--- src/rtl/cal_seq_pkg.sv ---
// rtl/cal_seq_pkg.sv - shared types and constants for the calorie stream sequencer
package cal_seq_pkg;

    typedef enum logic [2:0] {
        IDLE,
        PARSE,
        EMIT,
        SETTLE,
        STORE,
        READ,
        WAIT_RES,
        DONE
    } state_e;

    localparam logic [7:0] ASCII_0  = 8'h30;
    localparam logic [7:0] ASCII_9  = 8'h39;
    localparam logic [7:0] ASCII_LF = 8'h0A;
    localparam logic [7:0] ASCII_CR = 8'h0D;

    localparam int DEF_DATA_W = 32;
    localparam int DEF_CNT_W  = 16;

endpackage

--- src/rtl/calorie_stream_sequencer_ascii_dec_acc.sv ---
// rtl/calorie_stream_sequencer_ascii_dec_acc.sv - ASCII digit decode and decimal accumulator
module ascii_dec_acc
    import cal_seq_pkg::*;
#(
    parameter int DATA_W = DEF_DATA_W
) (
    input  logic              clk,
    input  logic              rst,
    input  logic [7:0]        data,
    input  logic              load,
    input  logic              clear,
    output logic              is_digit,
    output logic [DATA_W-1:0] acc,
    output logic              ovf
);

    logic [3:0]        dig;
    logic [DATA_W+3:0] wide;

    assign is_digit = (data >= ASCII_0) && (data <= ASCII_9);
    assign dig      = data[3:0];

    // acc*10 as (acc<<3)+(acc<<1); four guard bits expose overflow
    assign wide = ({4'b0, acc} << 3) + ({4'b0, acc} << 1) + {{DATA_W{1'b0}}, dig};
    assign ovf  = |wide[DATA_W+3:DATA_W];

    always_ff @(posedge clk) begin
        if (rst || clear) begin
            acc <= '0;
        end else if (load) begin
            acc <= wide[DATA_W-1:0];
        end
    end

endmodule

--- src/rtl/calorie_stream_sequencer.sv ---
// rtl/calorie_stream_sequencer.sv - parses decimal ASCII stream and sequences the top-three datapath
// Optional error detection enabled by defining CAL_SEQ_ERR_EN.
module calorie_stream_sequencer
    import cal_seq_pkg::*;
#(
    parameter int DATA_W        = DEF_DATA_W,
    parameter int SETTLE_CYCLES = 2,
    parameter int CNT_W         = DEF_CNT_W
) (
    input  logic              clk,
    input  logic              rst,
    input  logic [7:0]        in_data,
    input  logic              in_vld,
    output logic              in_rdy,
    input  logic              in_last,
    output logic [DATA_W-1:0] food_calories,
    output logic              food_vld,
    output logic              store_sum,
    output logic              read_max,
    input  logic              max_vld,
    output logic              done,
    output logic              busy,
    output logic [CNT_W-1:0]  items_cnt,
    output logic [CNT_W-1:0]  groups_cnt,
    output logic              parse_err
);

    localparam int SC_W = (SETTLE_CYCLES > 1) ? $clog2(SETTLE_CYCLES) : 1;

    state_e            state, state_nxt;
    logic [SC_W-1:0]   settle_cnt;
    logic              have_digit, have_group, eos, prev_strobe;
    logic              accept, in_is_digit, acc_ovf;
    logic [DATA_W-1:0] acc;

    assign in_rdy        = (state == IDLE) || (state == PARSE);
    assign accept        = in_vld && in_rdy;
    assign busy          = (state != IDLE) && (state != DONE);
    assign food_calories = food_vld ? acc : '0;

    ascii_dec_acc #(.DATA_W(DATA_W)) u_dec (
        .clk      (clk),
        .rst      (rst),
        .data     (in_data),
        .load     (accept && in_is_digit),
        .clear    (food_vld),
        .is_digit (in_is_digit),
        .acc      (acc),
        .ovf      (acc_ovf)
    );

    always_ff @(posedge clk) begin
        if (rst) begin
            state       <= IDLE;
            settle_cnt  <= '0;
            have_digit  <= 1'b0;
            have_group  <= 1'b0;
            eos         <= 1'b0;
            prev_strobe <= 1'b0;
            items_cnt   <= '0;
            groups_cnt  <= '0;
        end else begin
            state       <= state_nxt;
            prev_strobe <= food_vld || store_sum || read_max;
            settle_cnt  <= (state == SETTLE) ? settle_cnt + SC_W'(1) : '0;
            if (accept) begin
                if (state == IDLE) begin
                    items_cnt  <= '0;
                    groups_cnt <= '0;
                end
                if (in_is_digit) have_digit <= 1'b1;
                if (in_last)     eos        <= 1'b1;
            end
            if (food_vld) begin
                have_digit <= 1'b0;
                have_group <= 1'b1;
                items_cnt  <= items_cnt + CNT_W'(1);
            end
            if (store_sum) begin
                have_group <= 1'b0;
                groups_cnt <= groups_cnt + CNT_W'(1);
            end
            if (done) eos <= 1'b0;
        end
    end

    always_comb begin
        state_nxt = state;
        food_vld  = 1'b0;
        store_sum = 1'b0;
        read_max  = 1'b0;
        done      = 1'b0;
        case (state)
            IDLE, PARSE: begin
                if (accept) begin
                    state_nxt = PARSE;
                    // last byte flushes whatever is still open: item, then group, then result
                    if (in_last) begin
                        if (have_digit || in_is_digit) state_nxt = EMIT;
                        else if (have_group)           state_nxt = SETTLE;
                        else                           state_nxt = READ;
                    end else if (in_data == ASCII_LF) begin
                        if (have_digit)      state_nxt = EMIT;
                        else if (have_group) state_nxt = SETTLE;
                    end
                end
            end
            EMIT: begin
                food_vld  = 1'b1;
                state_nxt = eos ? SETTLE : PARSE;
            end
            SETTLE: begin
                if (settle_cnt == SC_W'(SETTLE_CYCLES - 1)) state_nxt = STORE;
            end
            STORE: begin
                store_sum = 1'b1;
                state_nxt = eos ? READ : PARSE;
            end
            READ: begin
                // hold off one cycle when a strobe just fired so pulses never abut
                if (!prev_strobe) begin
                    read_max  = 1'b1;
                    state_nxt = WAIT_RES;
                end
            end
            WAIT_RES: begin
                if (max_vld) state_nxt = DONE;
            end
            DONE: begin
                done      = 1'b1;
                state_nxt = IDLE;
            end
            default: state_nxt = IDLE;
        endcase
    end

`ifdef CAL_SEQ_ERR_EN
    logic err_q;
    always_ff @(posedge clk) begin
        if (rst) begin
            err_q <= 1'b0;
        end else if ((accept && !in_is_digit && in_data != ASCII_LF && in_data != ASCII_CR) ||
                     (accept && in_is_digit && acc_ovf) ||
                     (state == WAIT_RES && in_vld)) begin
            err_q <= 1'b1;
        end
    end
    assign parse_err = err_q;
`else
    logic unused_ovf;
    assign unused_ovf = acc_ovf;
    assign parse_err  = 1'b0;
`endif

endmodule

--- config.mk ---
export PLATFORM = sky130hd
export DESIGN_NAME = calorie_stream_sequencer
export DESIGN_NICKNAME = d
export VERILOG_FILES = /design/src/rtl/cal_seq_pkg.sv /design/src/rtl/calorie_stream_sequencer_ascii_dec_acc.sv /design/src/rtl/calorie_stream_sequencer.sv
export SDC_FILE = /design/constraint.sdc
export NUM_CORES = 1
export LEC_CHECK = 0
export BUFFER_PORTS_ARGS = -buffer_cell sky130_fd_sc_hd__buf_2
export CAP_MARGIN = 20
export CORE_ASPECT_RATIO = 1.5
export CORE_MARGIN = 2
export CORE_UTILIZATION = 55
export DETAILED_ROUTE_END_ITERATION = 10
export GPL_TIMING_DRIVEN = 0
export HOLD_SLACK_MARGIN = 0.15
export PLACE_DENSITY_LB_ADDON = 0.1
export SLEW_MARGIN = 20
export SYNTH_ARGS = -nofsm -noshare
export SYNTH_HDL_FRONTEND = slang
export SYNTH_SLANG_ARGS = --single-unit
--- constraint.sdc ---
create_clock -name clk -period 7.1 [get_ports clk]
set_clock_uncertainty 0.2 [all_clocks]
set_input_delay 0 -clock clk [delete_from_list [all_inputs] [get_ports clk]]
set_output_delay 0 -clock clk [all_outputs]
set_load 0.01 [all_outputs]
==> reports/metrics.cfg, run 1 <==
[outcome]
status=complete, no violations

[floorplan]
die_h_um=124
die_w_um=84.0
start_util=0.567
core_mm2=0.00931
ios=84
die-area_mm2=0.0104
placement_rows=43

[cts]
h-tree-depth=3
cts_resized=0
cts_buffers=9
clk_pin_slew_ns=0.06
clock_path_buffers=2
cts_tree=yes
cts.sinks=72
post_cts_buffers=0
root_buffer=clkbuf_16
insertion_delay_ns=0.34

[setup_path]
reg2regPathDepth=10
critical_path.endpoint_type=flop
critical_path_arrival_ns=3.28
r2r_start=u_dec.acc[0]
cp_slowest_stage_delay_ns=0.50
cp_max_fo=5
path_class=reg2reg
crit_required_ns=7.10
cp_slowest_cell=fa_1
start_kind=flop
r2r_setup_slack_ns=3.82
worstReg2RegEnd=u_dec.acc[28]
worstPathCellList=inv_1, fa_1, fa_1, and2b_1, o211ai_1, a31oi_2, o21ai_0, o221ai_1, xnor2_1, o21ai_0

[yosys]
synth_top_family_by_area=simple AND/OR/NAND/NOR gates
ys_warn_count=0
synth_area_leader_cell=dfxtp_1
synth-compound-area-share=0.187
synth_edf_count=0
ys_top_cells_by_area=dfxtp_1 (27%), ha_1 (14%), nand2_1 (5.8%)
yosysUniqueCellTypes=74
syn_area_mm2=0.00528
synth_mux_area_frac=0.00450
synth_ff_type=dfxtp_1
avgSynthCellArea_um2=7.97
synth_xor_xnor_area_share=0.0846
synth_simple_gate_area_frac=0.264
ys_ff_latch=72
ys_async_sr_fraction=0
seq_area_frac_synth=0.273
synth-adder-area-share=0.150
yosys.area.top_type_share=0.273
synthCells=662
syn_nets=737

[sta]
min_period_ns=3.28
post-route-period-util=0.463
finalSetupTns_ns=0
hold_viol_final=0
rsz0062_at_grt=false
setup_viol=0
worst_pin_slew_ns=0.611
fmax_ghz=0.304
max-slew-margin-rel=0.590
drv_slew=0

[routing]
via_per_inst=5.84
vias=5175
avgRoutedWirePerCell_um=15.8
drt.antenna.violating_nets=0
routed_wl_mm=14.0
drcViolationCount=0
dr.pass1.iters=4
first_iter_violations=173

[place]
port_buffers=82
dp_hpwl_mm=10.7
gp_congestion=0.895

[cells_and_area]
final_common_cell=buf_2
areaGrowthSynthToFinish_pct=19.8
fin_util=0.679
antenna_cells=0
layout_common_cells=buf_2 (88), nand2_1 (82), dfxtp_1 (72), nor2_1 (68), ha_1 (60)
drive_gt1_frac=0.176
num-nets-final=844

[min_path]
holdCritPathClass=in2reg
hp-start=in_data[7]
hold_end=state[1]
whs_path_depth=6

[power]
p_leak_nw=2.96
ir_worst_vdd_mv=0.186
powerDensity_mw_per_mm2=182

[global_routing]
grt_overflow=0
met2_usage=0.516
grtUsageMet1=0.299
grt_pass1_vias=5041
met3_usage=0.0318
antenna_found_initial=0
grt_pass1_wl_mm=23.1
grt_max_degree=14
grt_usage=0.273
grt.busiest_layer=met2

[flow_run]
maxCapViolCount=0

## layer usage
layer,up-vias,part of all wire
met5,-,0
met4,0,0.040
met3,45,0.037
met2,139,0.53
met1,2401,0.40
li1,2590,-
## kinds of logic after synthesis
logic type / Yosys count
AOI/OAI and AO/OA: 154
muxes: 2
and+or+nand+nor: 278
other: 1
buffers and inverters: 42
adders and majority gates: 62
xor gates and xnor gates: 51
DFF: 72
## through the flow
| step | hold slack [ns] | power (mW) | cell area, um^2 | setup slack, ns | std cells |
|---|---|---|---|---|---|
| 4_1_cts | 0.165 | 1.16 | 6320 | 3.87 | 886 |
| 3_3_place_gp | 0.0677 | 0.609 | 5830 | 3.99 | 856 |
| 2_1_floorplan | -0.123 | 0.557 | 5280 | 4.30 | 662 |
| 5_1_grt | 0.234 | 1.19 | 6320 | 3.74 | 886 |
| 3_5_place_dp | 0.0773 | 0.614 | 5830 | 3.90 | 856 |
| 6_report | 0.175 | 1.15 | 6320 | 3.82 | 886 |
## layout make-up
class,count,area (um^2)
multi-input combinational,548,3640
fill,817,2980
sequential,72,1440
timing repair buffer,96,551
clock buffer,10,239
tap,112,140
buffer,27,136
clock inverter,6,115
inverter,15,56.3
## registers in the layout (all words and copies together) (netlist names)
register,count
eos,1
groups_cnt,16
have_digit,1
have_group,1
items_cnt,16
prev_strobe,1
settle_cnt,1
state,3
u_dec.acc,32
## power by group
part | total (mW) | internal (mW) | switching (mW)
sequential | 0.429 | 0.414 | 0.0141
combinational | 0.187 | 0.0657 | 0.122
clock | 0.536 | 0.355 | 0.182
## repair_timing
action,4_1_cts,5_1_grt
hold buffers,14,0
hold endpoints to repair,28,0
endpoints found under the setup margin,0,0
## worst max path at each step
stage                     to    startpoint  depth (start not counted)
6_report       u_dec.acc[28]  u_dec.acc[0]                         10
5_1_grt        u_dec.acc[28]  u_dec.acc[0]                         10
3_3_place_gp   u_dec.acc[28]  u_dec.acc[0]                         10
3_5_place_dp   u_dec.acc[28]  u_dec.acc[0]                         10
4_1_cts        u_dec.acc[28]  u_dec.acc[0]                         10
2_1_floorplan  u_dec.acc[20]  u_dec.acc[0]                         10
## cell usage after synthesis (all sizes together) (2+ instances only)
cell	instances
o21ai	45
or3	8
a2111oi	2
o211ai	7
a21boi	5
xor2	32
dfxtp	72
a21o	3
nand3	21
nor3	21
clkbuf	15
o31ai	2
xnor2	19
a22oi	2
ha	60
nand4	17
nand2	84
a211oi	8
o21a	6
buf	12
nand2b	4
inv	15
and4	2
mux2i	2
and2	2
nor2	73
a21oi	53
nor2b	3
a31oi	7
fa	2
and3	36
or2	2
## worst max-delay path: cells and delay by family (launching register included)
kind                       cells  cell delay, ns
AOI/OAI and AO/OA              5            1.11
xor gates and xnor gates       1            0.16
adders and majority gates      2            0.97
buffers and inverters          1            0.08
DFF                            1            0.37
and+or+nand+nor                1            0.24
Note: power is estimated with default switching activity, not from simulation.
==> inputs of run 2 (changes only) <==
--- a/config.mk
+++ b/config.mk
@@ -9,7 +9,7 @@
 export CAP_MARGIN = 20
 export CORE_ASPECT_RATIO = 1.5
 export CORE_MARGIN = 2
-export CORE_UTILIZATION = 55
+export CORE_UTILIZATION = 52
 export DETAILED_ROUTE_END_ITERATION = 10
 export GPL_TIMING_DRIVEN = 0
 export HOLD_SLACK_MARGIN = 0.15
==> constraint.sdc (replaced) <==
create_clock -name clk -period 3 [get_ports clk]
set_clock_uncertainty 0.2 [all_clocks]
set_input_delay 0 -clock clk [delete_from_list [all_inputs] [get_ports clk]]
set_output_delay 0 -clock clk [all_outputs]
set_load 0.01 [all_outputs]
==> reports/metrics.cfg, run 2 (synthesis results as in run 1) <==
[sta]
setup_viol=0  ; unchanged
worst_pin_slew_ns=0.633  ; +0.0223 ns
post-route-period-util=0.986  ; +0.524
hold_viol_final=0  ; unchanged
drv_slew=0  ; unchanged
max-slew-margin-rel=0.575  ; -0.0150
fmax_ghz=0.338  ; +11%
min_period_ns=2.96  ; -0.325 ns
fin_hold_ws_ns=0.200  ; +0.0248 ns
rsz0062_at_grt=true

[global_routing]
antenna_found_initial=0  ; unchanged
grt_max_degree=14  ; unchanged
grt_pass1_wl_mm=23.4  ; +1.4%
grt_usage=0.262  ; -0.0103
grt_pass1_vias=5087  ; +0.91%
grt_overflow=0  ; unchanged

[cts]
cts.sinks=72  ; unchanged
insertion_delay_ns=0.33  ; about the same
root_buffer=clkbuf_16
clock_path_buffers=2  ; unchanged
clk_pin_slew_ns=0.06  ; about the same
cts_buffers=9  ; unchanged
h-tree-depth=3  ; unchanged
cts_tree=yes

[cells_and_area]
reg.largest.list=u_dec.acc: 32 flops, groups_cnt: 16 flops, items_cnt: 16 flops
fin_cells=897  ; +1.2%
multiInputGateArea_mm2=0.00372  ; +2.2%
layout_common_cells=buf_2 (86), nand2_1 (82), dfxtp_1 (69), nor2_1 (67), ha_1 (57)
areaGrowthSynthToFinish_pct=21.4
regArea_mm2=0.00145  ; +0.26%
largest_reg_flops=32  ; unchanged
drive_gt1_frac=0.201  ; +0.0256
final_common_cell=buf_2
num-nets-final=850  ; +0.71%
fillerInstances=920  ; +13%
antenna_cells=0  ; unchanged
regMostFlops=u_dec.acc

[min_path]
whs_path_depth=6  ; unchanged
holdCritPathClass=in2reg
hp-start=max_vld
hold_end=state[1]

[floorplan]
start_util=0.527  ; -0.0404
placement_rows=45  ; +4.7%
ios=84  ; unchanged
die_h_um=127  ; +2.8%
die_w_um=86.3  ; +2.7%
core_mm2=0.0100  ; +7.7%
die-area_mm2=0.0110  ; +5.5%

[power]
ir_worst_vdd_mv=0.309  ; +66%
power_frac_seq=0.398  ; +0.026
combPwrFrac=0.176  ; +0.013
clock_power_share=0.426  ; -0.039
p_sw_frac=0.298  ; +0.0223
p_int_mw=1.79  ; +110%
p_leak_nw=2.95  ; -0.34%
p_switching_mw=0.757  ; +140%
powerDensity_mw_per_mm2=397  ; +120%

[routing]
routed_wl_mm=14.2  ; +1.5%
avgRoutedWirePerCell_um=15.9  ; +0.23%
via_per_inst=5.79  ; -0.84%
vias=5195  ; +0.39%
first_iter_violations=214  ; +24%
drcViolationCount=0  ; unchanged
dr.pass1.iters=5  ; +1
drt.antenna.violating_nets=0  ; unchanged

[setup_path]
critical_path.endpoint_type=flop
reg2regPathDepth=10  ; unchanged
crit_required_ns=3.00  ; -4.10 ns
cp_max_fo=5  ; unchanged
r2r_start=u_dec.acc[2]
r2r_setup_slack_ns=0.04  ; -3.77 ns
path_class=reg2reg
start_kind=flop
critical_path_arrival_ns=2.96  ; -0.32 ns
cp-startpoint=u_dec.acc[2]
worstReg2RegEnd=u_dec.acc[24]

[place]
port_buffers=82  ; unchanged
gp_congestion=0.919  ; +2.6%
dp_cells=861  ; +0.58%
dp_hpwl_mm=10.7  ; +0.18%

[outcome]
status=complete, no violations

[flow_run]
maxCapViolCount=0  ; unchanged

-- run 2: cell count changes in the layout (fill, tap and decap cells not counted), sizes merged --
cell      before  now
clkinv         1    0
buf           94   99
bufinv         3    1
clkinvlp       1    4
clkbuf        25   26
-- run 2: layout make-up --
type,instances,area share
sequential,72,0.226
timing repair buffer,102,0.0930
buffer,27,0.0221
clock inverter,6,0.0107
inverter,15,0.00879
tap,117,0.0229
multi-input combinational,548,0.581
clock buffer,10,0.0357
-- run 2: repair_timing --
| item | in CTS | in global routing |
|---|---|---|
| buffers inserted | 4 | 2 |
| pin swaps | 13 | 13 |
| hold buffers | 14 | 0 |
| endpoints found under the setup margin | 15 | 18 |
| resized for setup | 13 | 19 |
| hold endpoints to repair | 29 | 0 |
-- run 2: per-stage QoR --
stage	cell area, um^2	total power, mW	worst slack [ns]	utilization	setup TNS [ns]
CTS	6330	2.56	0.00160	0.632	0
floorplan	5280	1.32	0.205	-	0
finish	6410	2.54	0.0414	0.639	0
detailed placement	5840	1.46	-0.176	0.582	-0.965
global route	6410	2.65	-0.0694	0.639	-0.269
global placement	5840	1.45	-0.118	0.582	-0.520
-- run 2: power by group through the flow --
stage	Clock (mW)	Combinational, mW	Sequential [mW]
detailed placement	0	0.425	1.03
global route	1.15	0.492	1.01
floorplan	0	0.290	1.03
finish	1.08	0.448	1.01
CTS	1.10	0.445	1.01
global placement	0	0.416	1.03
-- run 2: worst max path at each step --
stage	slack (ns)	depth (start not counted)	endpoint
finish	0.04	10	u_dec.acc[24]
global route	-0.07	11	u_dec.acc[0]
CTS	0.002	11	u_dec.acc[21]
detailed placement	-0.18	10	u_dec.acc[28]
global placement	-0.12	10	u_dec.acc[28]
floorplan	0.20	10	u_dec.acc[20]
-- run 2: critical path, stage by stage (launching register included) --
cell and delay [ns]:
dfxtp_2 0.33, inv_2 0.04, fa_2 0.55, fa_2 0.22, and2b_1 0.20, o211ai_1 0.31
a31oi_4 0.19, a211oi_4 0.41, o21bai_1 0.16, xnor2_1 0.15, o21ai_1 0.07
-- run 2: layer usage --
layer  GRT usage  up-vias  wire length [um]
met5           0        -                 0
met4      0.0882        0               310
met3      0.0413       26               577
met2       0.494      132              7590
met1       0.294     2441              5750
li1            -     2596                 -
==> inputs of run 3 (changes only) <==
--- a/config.mk
+++ b/config.mk
@@ -9,7 +9,7 @@
 export CAP_MARGIN = 20
 export CORE_ASPECT_RATIO = 1.5
 export CORE_MARGIN = 2
-export CORE_UTILIZATION = 52
+export CORE_UTILIZATION = 40
 export DETAILED_ROUTE_END_ITERATION = 10
 export GPL_TIMING_DRIVEN = 0
 export HOLD_SLACK_MARGIN = 0.15
==> reports/metrics.cfg, run 3 (synthesis results as in run 1) <==
[cts]
h-tree-depth=3  ; unchanged
cts.sinks=72  ; unchanged
insertion_delay_ns=0.33  ; about the same
root_buffer=clkbuf_16
cts_tree=yes
clock_path_buffers=2  ; unchanged
clk_pin_slew_ns=0.06  ; about the same
cts_buffers=9  ; unchanged

[cells_and_area]
final_common_cell=buf_2
regArea_mm2=0.00145  ; unchanged
regMostFlops=u_dec.acc
multiInputGateArea_mm2=0.00374  ; +0.57%
largest_reg_flops=32  ; unchanged
drive_gt1_frac=0.209  ; +0.00817
fillerInstances=1328  ; +44%
fin_cells=942  ; +5.0%
areaGrowthSynthToFinish_pct=23.9
num-nets-final=854  ; +0.47%
layout_common_cells=buf_2 (87), nand2_1 (82), dfxtp_1 (69), nor2_1 (67), ha_1 (58)
reg.largest.list=u_dec.acc: 32 flops, groups_cnt: 16 flops, items_cnt: 16 flops
antenna_cells=0  ; unchanged

[sta]
finalSetupTns_ns=0  ; unchanged
worst_pin_slew_ns=0.659  ; +0.0260 ns
drv_slew=0  ; unchanged
fin_hold_ws_ns=0.170  ; -0.0300 ns
post-route-period-util=0.981  ; -0.00546
min_period_ns=2.94  ; -0.0164 ns
max-slew-margin-rel=0.561  ; -0.0141
setup_viol=0  ; unchanged
fmax_ghz=0.340  ; +0.56%
hold_viol_final=0  ; unchanged
rsz0062_at_grt=true

[setup_path]
path_class=in2reg
cp_max_fo=5  ; unchanged
critical_path.endpoint_type=flop
start_kind=primary input
crit_required_ns=3.02  ; +0.02 ns
critical_path_arrival_ns=2.97  ; about the same

[power]
p_switching_mw=0.774  ; +2.2%
p_leak_nw=3.01  ; +1.9%
clock_power_share=0.444  ; +0.018
p_int_mw=1.87  ; +4.6%
powerDensity_mw_per_mm2=404  ; +1.8%
combPwrFrac=0.172  ; -0.004
ir_worst_vdd_mv=0.316  ; +2.3%
p_sw_frac=0.293  ; -0.00481
power_frac_seq=0.383  ; -0.015

[global_routing]
grt_overflow=0  ; unchanged
grt_pass1_wl_mm=23.9  ; +2.3%
antenna_found_initial=0  ; unchanged
grt_usage=0.209  ; -0.0538
grt_max_degree=14  ; unchanged
grt_pass1_vias=5107  ; +0.39%

[routing]
avgRoutedWirePerCell_um=15.7  ; -0.87%
routed_wl_mm=14.8  ; +4.1%
dr.pass1.iters=4  ; -1
drcViolationCount=0  ; unchanged
first_iter_violations=179  ; -16%
vias=5125  ; -1.3%
drt.antenna.violating_nets=0  ; unchanged
via_per_inst=5.44  ; -6.1%

[floorplan]
start_util=0.408  ; -0.119
die-area_mm2=0.0142  ; +29%
placement_rows=51  ; +13%
core_mm2=0.0130  ; +29%
die_h_um=145  ; +14%
ios=84  ; unchanged
die_w_um=97.8  ; +13%

[outcome]
status=complete, no violations

[min_path]
holdCritPathClass=in2reg

[place]
gp_congestion=0.869  ; -5.4%
dp_cells=903  ; +4.9%
dp_hpwl_mm=11.4  ; +6.7%
port_buffers=82  ; unchanged

[flow_run]
maxCapViolCount=0  ; unchanged

run 3: layer usage:
| layer | global-route usage | wire (um) | up-vias |
|---|---|---|---|
| met5 | 0 | 0 | - |
| met4 | 0.0753 | 282 | 0 |
| met3 | 0.0331 | 452 | 21 |
| met2 | 0.405 | 7870 | 98 |
| met1 | 0.227 | 6200 | 2405 |
| li1 | - | - | 2601 |
run 3: power by group through the flow:
stage               sequential, mW  clock (mW)  combinational (mW)
finish                        1.01        1.17               0.455
global route                  1.02        1.22               0.502
CTS                           1.01        1.19               0.453
detailed placement            1.03           0               0.433
global placement              1.03           0               0.425
floorplan                     1.03           0               0.290
run 3: stage by stage:
step	power (mW)	instance area (um^2)	utilization	setup slack, ns
6_report	2.64	6540	0.505	0.0578
5_1_grt	2.74	6540	0.505	-0.0494
4_1_cts	2.66	6390	0.493	-0.0897
3_5_place_dp	1.47	5890	0.455	-0.203
3_3_place_gp	1.46	5890	0.455	-0.148
2_1_floorplan	1.32	5280	-	0.205
run 3: area by class of cell:
type | count | share of cell area
clock inverter | 6 | 0.0143
multi-input combinational | 548 | 0.573
tap | 159 | 0.0304
clock buffer | 9 | 0.0344
inverter | 15 | 0.00861
timing repair buffer | 106 | 0.0974
sequential | 72 | 0.221
buffer | 27 | 0.0212
run 3: repair_timing:
action | CTS | global route
gates resized for setup | 10 | 31
gates cloned | 0 | 0
pin swaps | 11 | 16
buffers inserted | 3 | 7
endpoints found under the hold margin | 29 | 0
hold buffers | 14 | 0
setup endpoints to repair | 14 | 20
run 3: final timing paths:
path                 from             to  slack [ns]  cells after the start
max            in_data[2]  u_dec.acc[20]        0.06                     14
min               max_vld       state[1]        0.17                      6
min reg2reg    settle_cnt     settle_cnt        0.23                      1
max reg2reg  u_dec.acc[0]  u_dec.acc[28]        0.06                     12
run 3: critical path, cell delays in order:
cell and delay [ns]:
dlygate4sd3_1 0.53, buf_2 0.15, ha_1 0.28, ha_2 0.21, inv_2 0.05, fa_2 0.39, and2b_1 0.22, o211ai_1 0.14
a31oi_4 0.29, a211oi_4 0.11, buf_6 0.15, o31ai_4 0.19, xnor2_1 0.16, o21ai_1 0.07
